### src/rtl/vga_pkg.sv
// vga_pkg: shared definitions for the VGA raster timing generator.
//   - 640x480@60 timing constants used as the top-level defaults.
//   - calc_total(): sums the four regions of one axis into its total period.
//   - RGB444 colours and bar_colour() for the optional colour-bar pattern.
package vga_pkg;

    localparam int VGA_CLK_DIV  = 4;
    localparam int VGA_H_ACTIVE = 640;
    localparam int VGA_H_FP     = 16;
    localparam int VGA_H_SYNC   = 96;
    localparam int VGA_H_BP     = 48;
    localparam int VGA_V_ACTIVE = 480;
    localparam int VGA_V_FP     = 10;
    localparam int VGA_V_SYNC   = 2;
    localparam int VGA_V_BP     = 33;

    localparam logic [11:0] RGB_WHITE   = 12'hFFF;
    localparam logic [11:0] RGB_YELLOW  = 12'hFF0;
    localparam logic [11:0] RGB_CYAN    = 12'h0FF;
    localparam logic [11:0] RGB_GREEN   = 12'h0F0;
    localparam logic [11:0] RGB_MAGENTA = 12'hF0F;
    localparam logic [11:0] RGB_RED     = 12'hF00;
    localparam logic [11:0] RGB_BLUE    = 12'h00F;
    localparam logic [11:0] RGB_BLACK   = 12'h000;

    // Total period of one axis: active + front porch + sync + back porch.
    function automatic int calc_total(input int active, input int fp,
                                      input int sync, input int bp);
        return active + fp + sync + bp;
    endfunction

    // Colour of bar idx, left to right.
    function automatic logic [11:0] bar_colour(input logic [2:0] idx);
        logic [11:0] c;
        case (idx)
            3'd0:    c = RGB_WHITE;
            3'd1:    c = RGB_YELLOW;
            3'd2:    c = RGB_CYAN;
            3'd3:    c = RGB_GREEN;
            3'd4:    c = RGB_MAGENTA;
            3'd5:    c = RGB_RED;
            3'd6:    c = RGB_BLUE;
            3'd7:    c = RGB_BLACK;
            default: c = RGB_BLACK;
        endcase
        return c;
    endfunction

endpackage

### src/rtl/vga_pix_div.sv
// vga_pix_div: divides the system clock into a one-clock pixel strobe.
//   clk_i      system clock
//   rst_ni     synchronous active-low reset
//   pix_tick_o high on the last system clock of each pixel period
// The strobe is gated by rst_ni so it stays low while reset is applied even
// when CLK_DIV=1, and is high on the very first clock after release then.
module vga_pix_div #(
    parameter int CLK_DIV = 4
) (
    input  logic clk_i,
    input  logic rst_ni,
    output logic pix_tick_o
);

    localparam int              DW       = (CLK_DIV > 1) ? $clog2(CLK_DIV) : 1;
    localparam logic [DW-1:0]   DIV_LAST = DW'(CLK_DIV - 1);

    logic [DW-1:0] div_q;
    logic [DW-1:0] div_d;

    // Next divider value: wrap after the last phase.
    always_comb begin
        div_d = div_q;
        if (div_q == DIV_LAST) begin
            div_d = {DW{1'b0}};
        end else begin
            div_d = div_q + DW'(1'b1);
        end
    end

    // Divider phase register.
    always_ff @(posedge clk_i) begin
        if (!rst_ni) begin
            div_q <= {DW{1'b0}};
        end else begin
            div_q <= div_d;
        end
    end

    assign pix_tick_o = rst_ni && (div_q == DIV_LAST);

endmodule

### src/rtl/vga_timing_gen.sv
// vga_timing_gen: parametrised VGA raster timing generator.
//   clk, rst_n           single clock, synchronous active-low reset
//   rgb_in               colour for the pixel at x/y shown this pixel period
//   pix_tick             one-clock pulse per pixel
//   x, y                 raster position (0..H_TOTAL-1, 0..V_TOTAL-1)
//   line_start           pulse on the tick where x wraps to 0
//   frame_start          pulse on the tick where x and y both wrap to 0
//   hs, vs, de, rgb_out  registered sync/enable/blanked colour, one pixel
//                        period behind x/y
// Optional macro VGA_TEST_PATTERN_EN adds input test_mode, which replaces
// rgb_in with eight vertical colour bars across the active width.
module vga_timing_gen
    import vga_pkg::*;
#(
    parameter int   CLK_DIV  = VGA_CLK_DIV,
    parameter int   H_ACTIVE = VGA_H_ACTIVE,
    parameter int   H_FP     = VGA_H_FP,
    parameter int   H_SYNC   = VGA_H_SYNC,
    parameter int   H_BP     = VGA_H_BP,
    parameter int   V_ACTIVE = VGA_V_ACTIVE,
    parameter int   V_FP     = VGA_V_FP,
    parameter int   V_SYNC   = VGA_V_SYNC,
    parameter int   V_BP     = VGA_V_BP,
    parameter logic HS_POL   = 1'b0,
    parameter logic VS_POL   = 1'b0,
    parameter int   CW       = 12
) (
    input  logic          clk,
    input  logic          rst_n,
`ifdef VGA_TEST_PATTERN_EN
    input  logic          test_mode,
`endif
    input  logic [11:0]   rgb_in,
    output logic          pix_tick,
    output logic [CW-1:0] x,
    output logic [CW-1:0] y,
    output logic          line_start,
    output logic          frame_start,
    output logic          hs,
    output logic          vs,
    output logic          de,
    output logic [11:0]   rgb_out
);

    localparam int H_TOTAL = calc_total(H_ACTIVE, H_FP, H_SYNC, H_BP);
    localparam int V_TOTAL = calc_total(V_ACTIVE, V_FP, V_SYNC, V_BP);

    localparam logic [CW-1:0] X_LAST   = CW'(H_TOTAL - 1);
    localparam logic [CW-1:0] Y_LAST   = CW'(V_TOTAL - 1);
    localparam logic [CW-1:0] X_ACT    = CW'(H_ACTIVE);
    localparam logic [CW-1:0] Y_ACT    = CW'(V_ACTIVE);
    localparam logic [CW-1:0] HS_START = CW'(H_ACTIVE + H_FP);
    localparam logic [CW-1:0] HS_END   = CW'(H_ACTIVE + H_FP + H_SYNC);
    localparam logic [CW-1:0] VS_START = CW'(V_ACTIVE + V_FP);
    localparam logic [CW-1:0] VS_END   = CW'(V_ACTIVE + V_FP + V_SYNC);

    logic          tick_s;
    logic          x_last_s;
    logic          y_last_s;
    logic          hs_raw_s;
    logic          vs_raw_s;
    logic          de_raw_s;
    logic [11:0]   pix_rgb_s;

    logic [CW-1:0] x_q, x_d;
    logic [CW-1:0] y_q, y_d;
    logic          hs_q, hs_d;
    logic          vs_q, vs_d;
    logic          de_q, de_d;
    logic [11:0]   rgb_q, rgb_d;

    vga_pix_div #(
        .CLK_DIV (CLK_DIV)
    ) u_pix_div (
        .clk_i      (clk),
        .rst_ni     (rst_n),
        .pix_tick_o (tick_s)
    );

    assign x_last_s = (x_q == X_LAST);
    assign y_last_s = (y_q == Y_LAST);
    assign hs_raw_s = (x_q >= HS_START) && (x_q < HS_END);
    assign vs_raw_s = (y_q >= VS_START) && (y_q < VS_END);
    assign de_raw_s = (x_q < X_ACT) && (y_q < Y_ACT);

`ifdef VGA_TEST_PATTERN_EN
    // Bar index tracks x by counting pixels per bar, restarting at x=0.
    localparam logic [CW-1:0] BAR_LAST = CW'(H_ACTIVE / 8 - 1);

    logic [CW-1:0] bar_cnt_q, bar_cnt_d;
    logic [2:0]    bar_idx_q, bar_idx_d;

    // Next bar position, aligned with the next x.
    always_comb begin
        bar_cnt_d = bar_cnt_q;
        bar_idx_d = bar_idx_q;
        if (tick_s) begin
            if (x_last_s) begin
                bar_cnt_d = {CW{1'b0}};
                bar_idx_d = 3'd0;
            end else if (bar_cnt_q == BAR_LAST) begin
                bar_cnt_d = {CW{1'b0}};
                bar_idx_d = bar_idx_q + 3'd1;
            end else begin
                bar_cnt_d = bar_cnt_q + CW'(1'b1);
            end
        end else begin
            bar_cnt_d = bar_cnt_q;
        end
    end

    // Bar position registers.
    always_ff @(posedge clk) begin
        if (!rst_n) begin
            bar_cnt_q <= {CW{1'b0}};
            bar_idx_q <= 3'd0;
        end else begin
            bar_cnt_q <= bar_cnt_d;
            bar_idx_q <= bar_idx_d;
        end
    end

    assign pix_rgb_s = test_mode ? bar_colour(bar_idx_q) : rgb_in;
`else
    assign pix_rgb_s = rgb_in;
`endif

    // Raster position: x and y move together on the wrap tick.
    always_comb begin
        x_d = x_q;
        y_d = y_q;
        if (tick_s) begin
            if (x_last_s) begin
                x_d = {CW{1'b0}};
                if (y_last_s) begin
                    y_d = {CW{1'b0}};
                end else begin
                    y_d = y_q + CW'(1'b1);
                end
            end else begin
                x_d = x_q + CW'(1'b1);
            end
        end else begin
            x_d = x_q;
        end
    end

    // Output stage samples the current pixel's decode once per pixel.
    always_comb begin
        hs_d  = hs_q;
        vs_d  = vs_q;
        de_d  = de_q;
        rgb_d = rgb_q;
        if (tick_s) begin
            hs_d  = hs_raw_s ? HS_POL : ~HS_POL;
            vs_d  = vs_raw_s ? VS_POL : ~VS_POL;
            de_d  = de_raw_s;
            rgb_d = de_raw_s ? pix_rgb_s : 12'h000;
        end else begin
            rgb_d = rgb_q;
        end
    end

    // Position and output registers.
    always_ff @(posedge clk) begin
        if (!rst_n) begin
            x_q   <= {CW{1'b0}};
            y_q   <= {CW{1'b0}};
            hs_q  <= ~HS_POL;
            vs_q  <= ~VS_POL;
            de_q  <= 1'b0;
            rgb_q <= 12'h000;
        end else begin
            x_q   <= x_d;
            y_q   <= y_d;
            hs_q  <= hs_d;
            vs_q  <= vs_d;
            de_q  <= de_d;
            rgb_q <= rgb_d;
        end
    end

    assign pix_tick    = tick_s;
    assign x           = x_q;
    assign y           = y_q;
    assign line_start  = tick_s && x_last_s;
    assign frame_start = tick_s && x_last_s && y_last_s;
    assign hs          = hs_q;
    assign vs          = vs_q;
    assign de          = de_q;
    assign rgb_out     = rgb_q;

endmodule

### config.mk
export PLATFORM = sky130hd
export DESIGN_NAME = vga_timing_gen
export DESIGN_NICKNAME = d
export VERILOG_FILES = /design/src/rtl/vga_pkg.sv /design/src/rtl/vga_pix_div.sv /design/src/rtl/vga_timing_gen.sv
export SDC_FILE = /design/constraint.sdc
export NUM_CORES = 1
export LEC_CHECK = 0
export ABC_AREA = 1
export BUFFER_PORTS_ARGS = -buffer_cell sky130_fd_sc_hd__buf_2
export CAP_MARGIN = 20
export CORE_MARGIN = 1.5
export CORE_UTILIZATION = 35
export CTS_CLUSTER_DIAMETER = 40
export DETAILED_ROUTE_END_ITERATION = 8
export PLACE_DENSITY = 0.57
export SYNTH_ARGS = -nofsm -noshare
export SYNTH_HDL_FRONTEND = slang
export SYNTH_SLANG_ARGS = --single-unit
### constraint.sdc
create_clock -name clk -period 1.5 [get_ports clk]
set_input_delay 0.3 -clock clk [delete_from_list [all_inputs] [get_ports clk]]
set_output_delay 0.3 -clock clk [all_outputs]
set_load 0.01 [all_outputs]
==> results.md, run 1 <==
- In the routed layout, each cell is associated on average with a via count of approximately 4.7.
- The slowest stage of the critical path is the sky130_fd_sc_hd__dfxtp_4 cell.
- The number of global-route vias before repair is 2,068.
- The quantity of hold-fixing buffers added after cts is 0.
- The data arrival time at the worst-slack endpoint is roughly 1.4 ns.
- The sequential fraction of the synthesis area is 0.389.
- By count the netlist is led by 85 x sky130_fd_sc_hd__nand2_1, 41 x sky130_fd_sc_hd__dfxtp_1, 38 x sky130_fd_sc_hd__nor2_1.
- Of the total synthesized cell area, the portion taken by XOR and XNOR cells is 0.0207.
- The number of core rows is 28.
- The post-synthesis simple-gate area fraction is 0.378.
- The first global-routing pass estimated roughly 9500 µm of wire.
- The worst setup path is of the register to primary output kind.
- The maximum vdd ir drop is about 410 µV.
- Of the total synthesized cell area, the portion taken by full adders, half adders and majority gates is 0.0355.
- Among all flip-flop cells after synthesis, the most frequent one is sky130_fd_sc_hd__dfxtp_1.
- The final cell utilization of the core is 0.545.
- After clock tree synthesis, the clock-pin slew on the worst setup and hold paths is about 0.09 ns.
- In this design, the largest share of critical-path delay is due to simple AND/OR/NAND/NOR gates.
- The routed design has 6360 µm of wire.
- The largest single stage delay on the critical path is approximately 0.37 ns.
- Yosys instantiated no cell more often than sky130_fd_sc_hd__nand2_1.
- Setup slack on the critical path of the routed design comes to -0.219 ns.
- Averaged over all synthesized cells, the footprint is between 6 and 7 µm².
- The detailed placement HPWL is 4360 µm.
- The number of pins exceeding their max-slew limit in the final report was 0.
- The die is about 81 µm tall.
- The setup total negative slack is -0.397 ns.
- After synthesis, the share of cell area in mux cells is 0.
- After synthesis, the cell types taking the most area are sky130_fd_sc_hd__dfxtp_1 39%, sky130_fd_sc_hd__nand2_1 15%, sky130_fd_sc_hd__nor2_1 6.8%.
- The combined area of all synthesized cells is approximately 2100 µm².
- The number of maximum-capacitance violations is 0.
- The clock net in this run drives a total of between 40 and 50 sinks.
- The tightest slew margin relative to the limit is 0.779.
- The post-layout minimum cycle time is roughly 1.7 ns.
- The weighted congestion at the end of routability-driven global placement is roughly 0.88.
- The worst register-to-register path has a depth of 8.
- The largest fanout of any net on the critical path is 3.
- The layout overhead on the synthesized area is 52.0%.
- The CTS H-tree depth is 2.
- The floorplan step defined a core boundary enclosing between 5000 and 6000 µm².
- The number of warnings issued by yosys is 0.
- After detailed routing, the number of remaining DRC violations is 0.
- The number of buffers between clock root and the deepest sink is 2.
- In this run, the number of DRC markers left after iteration 0 of detailed routing was approximately 150.
- Once detail routing completed, the nets flagged for antenna violations numbered 0.
- The count of buffers inserted at the top-level ports is 55.
- The library cell used as clock root buffer is sky130_fd_sc_hd__clkbuf_8.
- The routed length per placed instance is ~13 µm.
- Along the worst hold path, the cell count comes to 3.
- The slew at the pin closest to its max-slew limit is ~0.33 ns.
- The flow ran to the end, but the final reports show violations.
- The initial utilization of the core area, before any placement, comes to 0.359.
- Synthesis produced a netlist whose cell count is between 300 and 400.
- Traced cell by cell, the critical path runs through nor4_4 -> nand3_1 -> nor3_2 -> buf_2.
- The synthesized flop and latch total is 41.
- The die boundary width is roughly 81 µm.
- In this run the worst hold path is classified as primary input to register.
- The number of antenna violations at the first check in global routing is 0.
- The number of buffers and inverters on the critical path is 1.
- The final antenna diode count is 0.
- The endpoint class of the critical path is a primary output.
- The filler cell count is 571.
- In this run the register-to-register setup slack is -0.01 ns.
- The fraction of layout instances using a drive strength above 1 is 0.407.
- Counting every net in the synthesized netlist gives approximately 330.
- TritonCTS built the clock tree.
- The vias after detailed routing is approximately 2,300.
- The hold violation count in the final report came to 0.
- The worst setup path is launched from a register.
- The power per standard cell area is slightly below 700 nW/µm².
- The checks that failed: setup timing.
- Before CTS, the worst setup slack after placement is -0.0660 ns.
- The leakage power of the design is ~1.5 nW.
- The share of the clock period used by the worst path after layout is 1.15.
- The global route total overflow is 0.
- The synthesized design spends more area on one cell type than any other, namely sky130_fd_sc_hd__dfxtp_1.
- Entering global routing, the biggest net connects 16 pins.
- Counting flops with a built-in enable in the synthesized netlist gives 0.
- In the synthesized netlist the async set-or-reset flop fraction comes to 0.
- Setup violations remaining at the end of the flow were counted as 4.
- The critical path crosses 4 cells after its start point.
- After the last flow step, the layout net total stands at about 440.
- Setup repair after global routing could not meet its margin everywhere.
- STA puts the critical path data required time at about 1.2 ns.
- The clock reaches the later pin of the worst-skew pair after approximately 0.30 ns.
- The compound-gate portion of the synthesized area is 0.0918.
- The global-route total usage across every layer is 0.189.
- By area, the combinational part of the netlist is dominated by simple AND/OR/NAND/NOR gates.
- During I/O placement, the number of pins put on the boundary was 56.
- Static timing analysis puts the maximum clock frequency at about 580 MHz.
- The first detailed-routing pass ran for 4 iterations.
- In this run, CTS created clock tree buffers numbering 5.
- The fraction of synthesized cell area taken by the top area cell type is 0.389.
- The die covers between 6000 and 7000 µm².
- The synthesized netlist contains 28 unique library cells.
- The worst clock skew is between 0.009 and 0.01 ns.
[routing by layer]
layer,vias to the layer above,global-route usage,part of all wire
met2,52,0.297,0.46
met3,7,0.0398,0.047
met5,-,0,0
met1,1056,0.254,0.48
li1,1231,-,-
met4,0,0.0638,0.012
[path summary, 6_finish.rpt]
path,from,end
worst max-delay path,y[8],frame_start
worst max register to register,x[11],y[0]
worst min-delay path,rgb_in[8],rgb_out[8]
worst min register to register,rgb_out[9],rgb_out[9]
[state kept, by name, indices dropped and copies added (netlist names)]
| signal | count |
|---|---|
| rgb_out | 12 |
| x | 12 |
| y | 12 |
| u_pix_div.div_q | 2 |
| de | 1 |
| hs | 1 |
| vs | 1 |
[report_power, final]
group / total [mW] / internal (mW) / switching, mW
combinational: 0.166 / 0.0767 / 0.0894
sequential: 1.12 / 1.10 / 0.0118
clock: 0.916 / 0.498 / 0.418
total: 2.20 / 1.68 / 0.519
[layout make-up]
type | count | area (µm²) | share of cell area
sequential | 41 | 840 | 0.262
multi-input combinational | 229 | 1290 | 0.402
tap | 75 | 93.8 | 0.0292
inverter | 39 | 158 | 0.0491
clock buffer | 5 | 68.8 | 0.0214
clock inverter | 3 | 46.3 | 0.0144
timing repair buffer | 108 | 713 | 0.222
[layout by cell type, fill, tap and decap left out, types with 7 or more instances in the layout]
cell type	netlist	layout
sky130_fd_sc_hd__o21ai_0	9	7
sky130_fd_sc_hd__nand2_2	2	8
sky130_fd_sc_hd__buf_2	3	53
sky130_fd_sc_hd__nor2_1	38	34
sky130_fd_sc_hd__inv_1	35	31
sky130_fd_sc_hd__a21oi_1	14	12
sky130_fd_sc_hd__nand3_1	25	19
sky130_fd_sc_hd__buf_4	1	48
sky130_fd_sc_hd__o21ai_1	10	11
sky130_fd_sc_hd__nor3_1	11	8
sky130_fd_sc_hd__dfxtp_2	0	9
sky130_fd_sc_hd__dfxtp_1	41	30
sky130_fd_sc_hd__nand2_1	85	78
[cell families after synthesis]
logic type                 Yosys count
buffers and inverters               46
and+or+nand+nor                    179
adders and majority gates            6
DFF                                 41
AOI/OAI and AO/OA                   37
xor gates and xnor gates             5
[worst min-delay path, stage by stage]
cell,delay (ns)
sky130_fd_sc_hd__buf_2,0.09
sky130_fd_sc_hd__nand2_1,0.04
sky130_fd_sc_hd__o21ai_1,0.06
[timing repair]
action,4_1_cts,5_1_grt
buffers inserted,4,14
gates resized for setup,22,40
cloned,1,1
setup endpoints to repair,13,21
pin swaps,7,20
[per-stage QoR]
stage	instance area (µm²)	hold WS, ns	power [mW]	std cells
after floorplan	2120	0.399	1.20	314
after global placement	2740	0.405	1.27	473
after detailed placement	2740	0.421	1.27	473
after CTS	2970	0.221	2.21	486
after global routing	3210	0.228	2.29	500
final	3210	0.229	2.20	500
(Power assumes the default switching activity.)
==> run 2, diff against run 1 <==
--- a/config.mk
+++ b/config.mk
@@ -8,6 +8,7 @@
 export ABC_AREA = 1
 export BUFFER_PORTS_ARGS = -buffer_cell sky130_fd_sc_hd__buf_2
 export CAP_MARGIN = 20
+export CORE_ASPECT_RATIO = 0.6
 export CORE_MARGIN = 1.5
 export CORE_UTILIZATION = 35
 export CTS_CLUSTER_DIAMETER = 40
==> constraint.sdc (replaced) <==
create_clock -name clk -period 1.55 [get_ports clk]
set_input_delay 0.31 -clock clk [delete_from_list [all_inputs] [get_ports clk]]
set_output_delay 0.31 -clock clk [all_outputs]
set_load 0.01 [all_outputs]
==> run 2 against run 1 <==
The flow still finishes with violations (setup timing). Cell count shrank 2.2%. Sequential power shrank 4%. Die area grew 0.23%. Total power shrank 2.2%. Critical path type unchanged.
==> results.md, run 2 (synthesis gave the netlist of run 1 again) <==
- The placement-stage cell area is 2700 µm² (-1.1%).
- The weighted congestion at the end of routability-driven global placement was 0.874 (-0.25%).
- The relative contribution of sequential cells to total power is 0.502 (-0.006).
- The final net count came to 428 (-3.6%).
- The number of antenna violations at the first check in global routing was 0 (unchanged).
- The data arrival time at the worst-slack endpoint is 1.40 ns (-0.02 ns).
- The share of the clock period used by the worst path after layout is 1.10.
- The clock sink total is 41 (unchanged).
- The portion of total power attributed to combinational logic is 0.067 (-0.009).
- The tree is rooted in a sky130_fd_sc_hd__clkbuf_8.
- The slew at the pin closest to its max-slew limit is 0.426 ns (+0.0973 ns).
- The number of pins exceeding their max-slew limit in the final report is 0 (unchanged).
- The final cell utilization of the core is 0.551 (+0.00530).
- Setup repair after global routing could not meet its margin everywhere.
- The residual DRC count is 0 (unchanged).
- The core area is 5700 µm² (-3.1%).
- The path type of the worst min-delay path is primary input to register.
- The routed length per placed instance is 12.8 µm (+0.98%).
- The required time reported for the critical path endpoint is 1.24 ns (+0.04 ns).
- In the layout the commonest cells are 80 x sky130_fd_sc_hd__nand2_1, 53 x sky130_fd_sc_hd__buf_2, 35 x sky130_fd_sc_hd__buf_4, 34 x sky130_fd_sc_hd__nor2_1, 32 x sky130_fd_sc_hd__inv_1.
- The detailed placement HPWL is 4470 µm (+2.6%).
- The quantity of hold-fixing buffers added after cts was 0 (unchanged).
- The number of setup violations in the final report is 13 (+9).
- The power per standard cell area is 685 nW/µm² (about the same).
- The hold violation count in the final report is 0 (unchanged).
- The worst setup path is launched from a register.
- The global-route wire length before repair is 9890 µm (+4.3%).
- The number of buffers between clock root and the deepest sink is 2 (unchanged).
- The pin count of the biggest net entering global routing is 16 (unchanged).
- The worst clock skew was 0.00682 ns (-0.00287 ns).
- The critical path is of the register to primary output type.
- The CTS H-tree depth came to 2 (unchanged).
- The maximum clock frequency is 586 MHz.
- The tightest slew margin relative to the limit came to 0.715 (-0.0639).
- The number of clock buffers inserted by TritonCTS came to 5 (unchanged).
- The post-layout minimum cycle time is between 1.5 and 2 ns.
- The clock transition time at the flip-flop clock pins of the worst setup and hold paths is 0.09 ns (about the same).
- The vias after detailed routing came to 2,304 (-1.8%).
- The final antenna diode count is 0 (unchanged).
- The slowest stage of the critical path is the sky130_fd_sc_hd__dfxtp_2 cell.
- The final worst-path setup slack was -0.158 ns (+0.0609 ns).
- The number of maximum-capacitance violations was 0 (unchanged).
- The TritonCTS clock tree is built.
- The floorplan die height came to 63.2 µm (-22%).
- The flow ran to the end, but the final reports show violations.
- The checks that failed: setup timing.
- The detailed-route vias per instance is 4.71 (+0.42%).
- The layout overhead on the synthesized area is 48.6%.
- The number of primary I/O pins was 56 (unchanged).
- The initial detailed-routing violation count came to 145 (-2.7%).
- The insertion delay to the later sink of the worst-skew pair was 0.30 ns (about the same).
- The most common cell after layout, fill and taps aside is sky130_fd_sc_hd__nand2_1.
- The total chip power is 2.15 mW (-2.2%).
- The biggest cell delay along the critical path is 0.37 ns (about the same).
- The fraction of layout instances using a drive strength above 1 came to 0.399 (-0.00853).
- The number of core rows is 21 (-25%).
- The number of standard cells in the layout, taps in and fillers out was 489 (-2.2%).
- The count of buffers inserted at the top-level ports is 55 (unchanged).
- The global route total overflow is 0 (unchanged).
- The number of global-route vias before repair is 2,071 (+0.15%).
- The placed instance count is 473 (unchanged).
- The die boundary width is 103 µm (+28%).
- Traced cell by cell, the critical path runs through inv_1 -> ha_2 -> nand3_1 -> nor3_2 -> buf_2.
- The post-route antenna net violation count was 0 (unchanged).
- The largest fanout of any net on the critical path is 6 (+3).
- The switching part of the total power came to 0.232 (-0.00463).
- The internal power summed over all cells is 1.65 mW (-1.6%).
- The global-route total usage across every layer was 0.196 (+0.00726).
- The maximum vdd ir drop came to 327 µV (-20%).
- The first-pass iteration count of the detailed router is 4 (unchanged).
- The initial core utilization is 0.370 (+0.0116).
- The routed wire length is 6280 µm (-1.2%).
- The summed area of non-filler cells in the final layout came to 3140 µm² (-2.2%).
- The power dissipated by switching net loads is 498 µW (-4.1%).
- The area of the die is 6520 µm² (+0.23%).
- The worst setup path is captured at a primary output.
- The leakage power of the design is 1.45 nW (-3.6%).
- The part of the power in the clock network is 0.431 (+0.014).
run 2: final timing paths:
path	start	endpoint	slack, ns	cells past startpoint
hold / removal	rgb_in[6]	rgb_out[6]	0.25	3
hold reg to reg	u_pix_div.div_q[0]	u_pix_div.div_q[0]	0.44	1
setup / recovery	y[0]	frame_start	-0.16	5
setup reg to reg	x[0]	y[7]	-0.11	8
run 2: worst max-delay path, delay by kind of cell, from the launching register on:
family	cells	cell delay (ns)
adders and majority gates	1	0.20
buffers and inverters	2	0.25
DFF	1	0.37
and+or+nand+nor	2	0.28
run 2: cell type report:
cell class / instances / area, µm²
clock buffer: 6 / 82.6
clock inverter: 2 / 37.5
fill: 571 / 2560
inverter: 39 / 149
multi-input combinational: 228 / 1330
sequential: 41 / 848
tap: 80 / 100
timing repair buffer: 93 / 593
run 2: layer usage:
metal,GRT usage,part of all wire
met5,0,0
met4,0.0439,0.0062
met3,0.0422,0.083
met2,0.271,0.39
met1,0.306,0.52
run 2: timing repair:
item	in CTS	in global routing
cloned	0	1
pin swaps	7	11
buffers inserted	4	4
resized for setup	35	36
endpoints found under the setup margin	5	32
run 2: per-stage QoR:
| stage | setup TNS, ns | setup slack, ns | hold slack, ns |
|---|---|---|---|
| after floorplan | 0 | 0.0375 | 0.399 |
| after global placement | 0 | 0.0300 | 0.406 |
| after detailed placement | 0 | 0.0110 | 0.423 |
| after CTS | -0.236 | -0.162 | 0.242 |
| after global routing | -2.36 | -0.239 | 0.265 |
| final | -0.988 | -0.158 | 0.251 |
run 2: power by group through the flow:
stage | Combinational (mW) | Clock (mW) | Sequential, mW
floorplan | 0.0585 | 0 | 1.11
global placement | 0.126 | 0 | 1.10
detailed placement | 0.127 | 0 | 1.10
CTS | 0.133 | 0.932 | 1.08
global route | 0.165 | 0.981 | 1.08
finish | 0.145 | 0.925 | 1.08
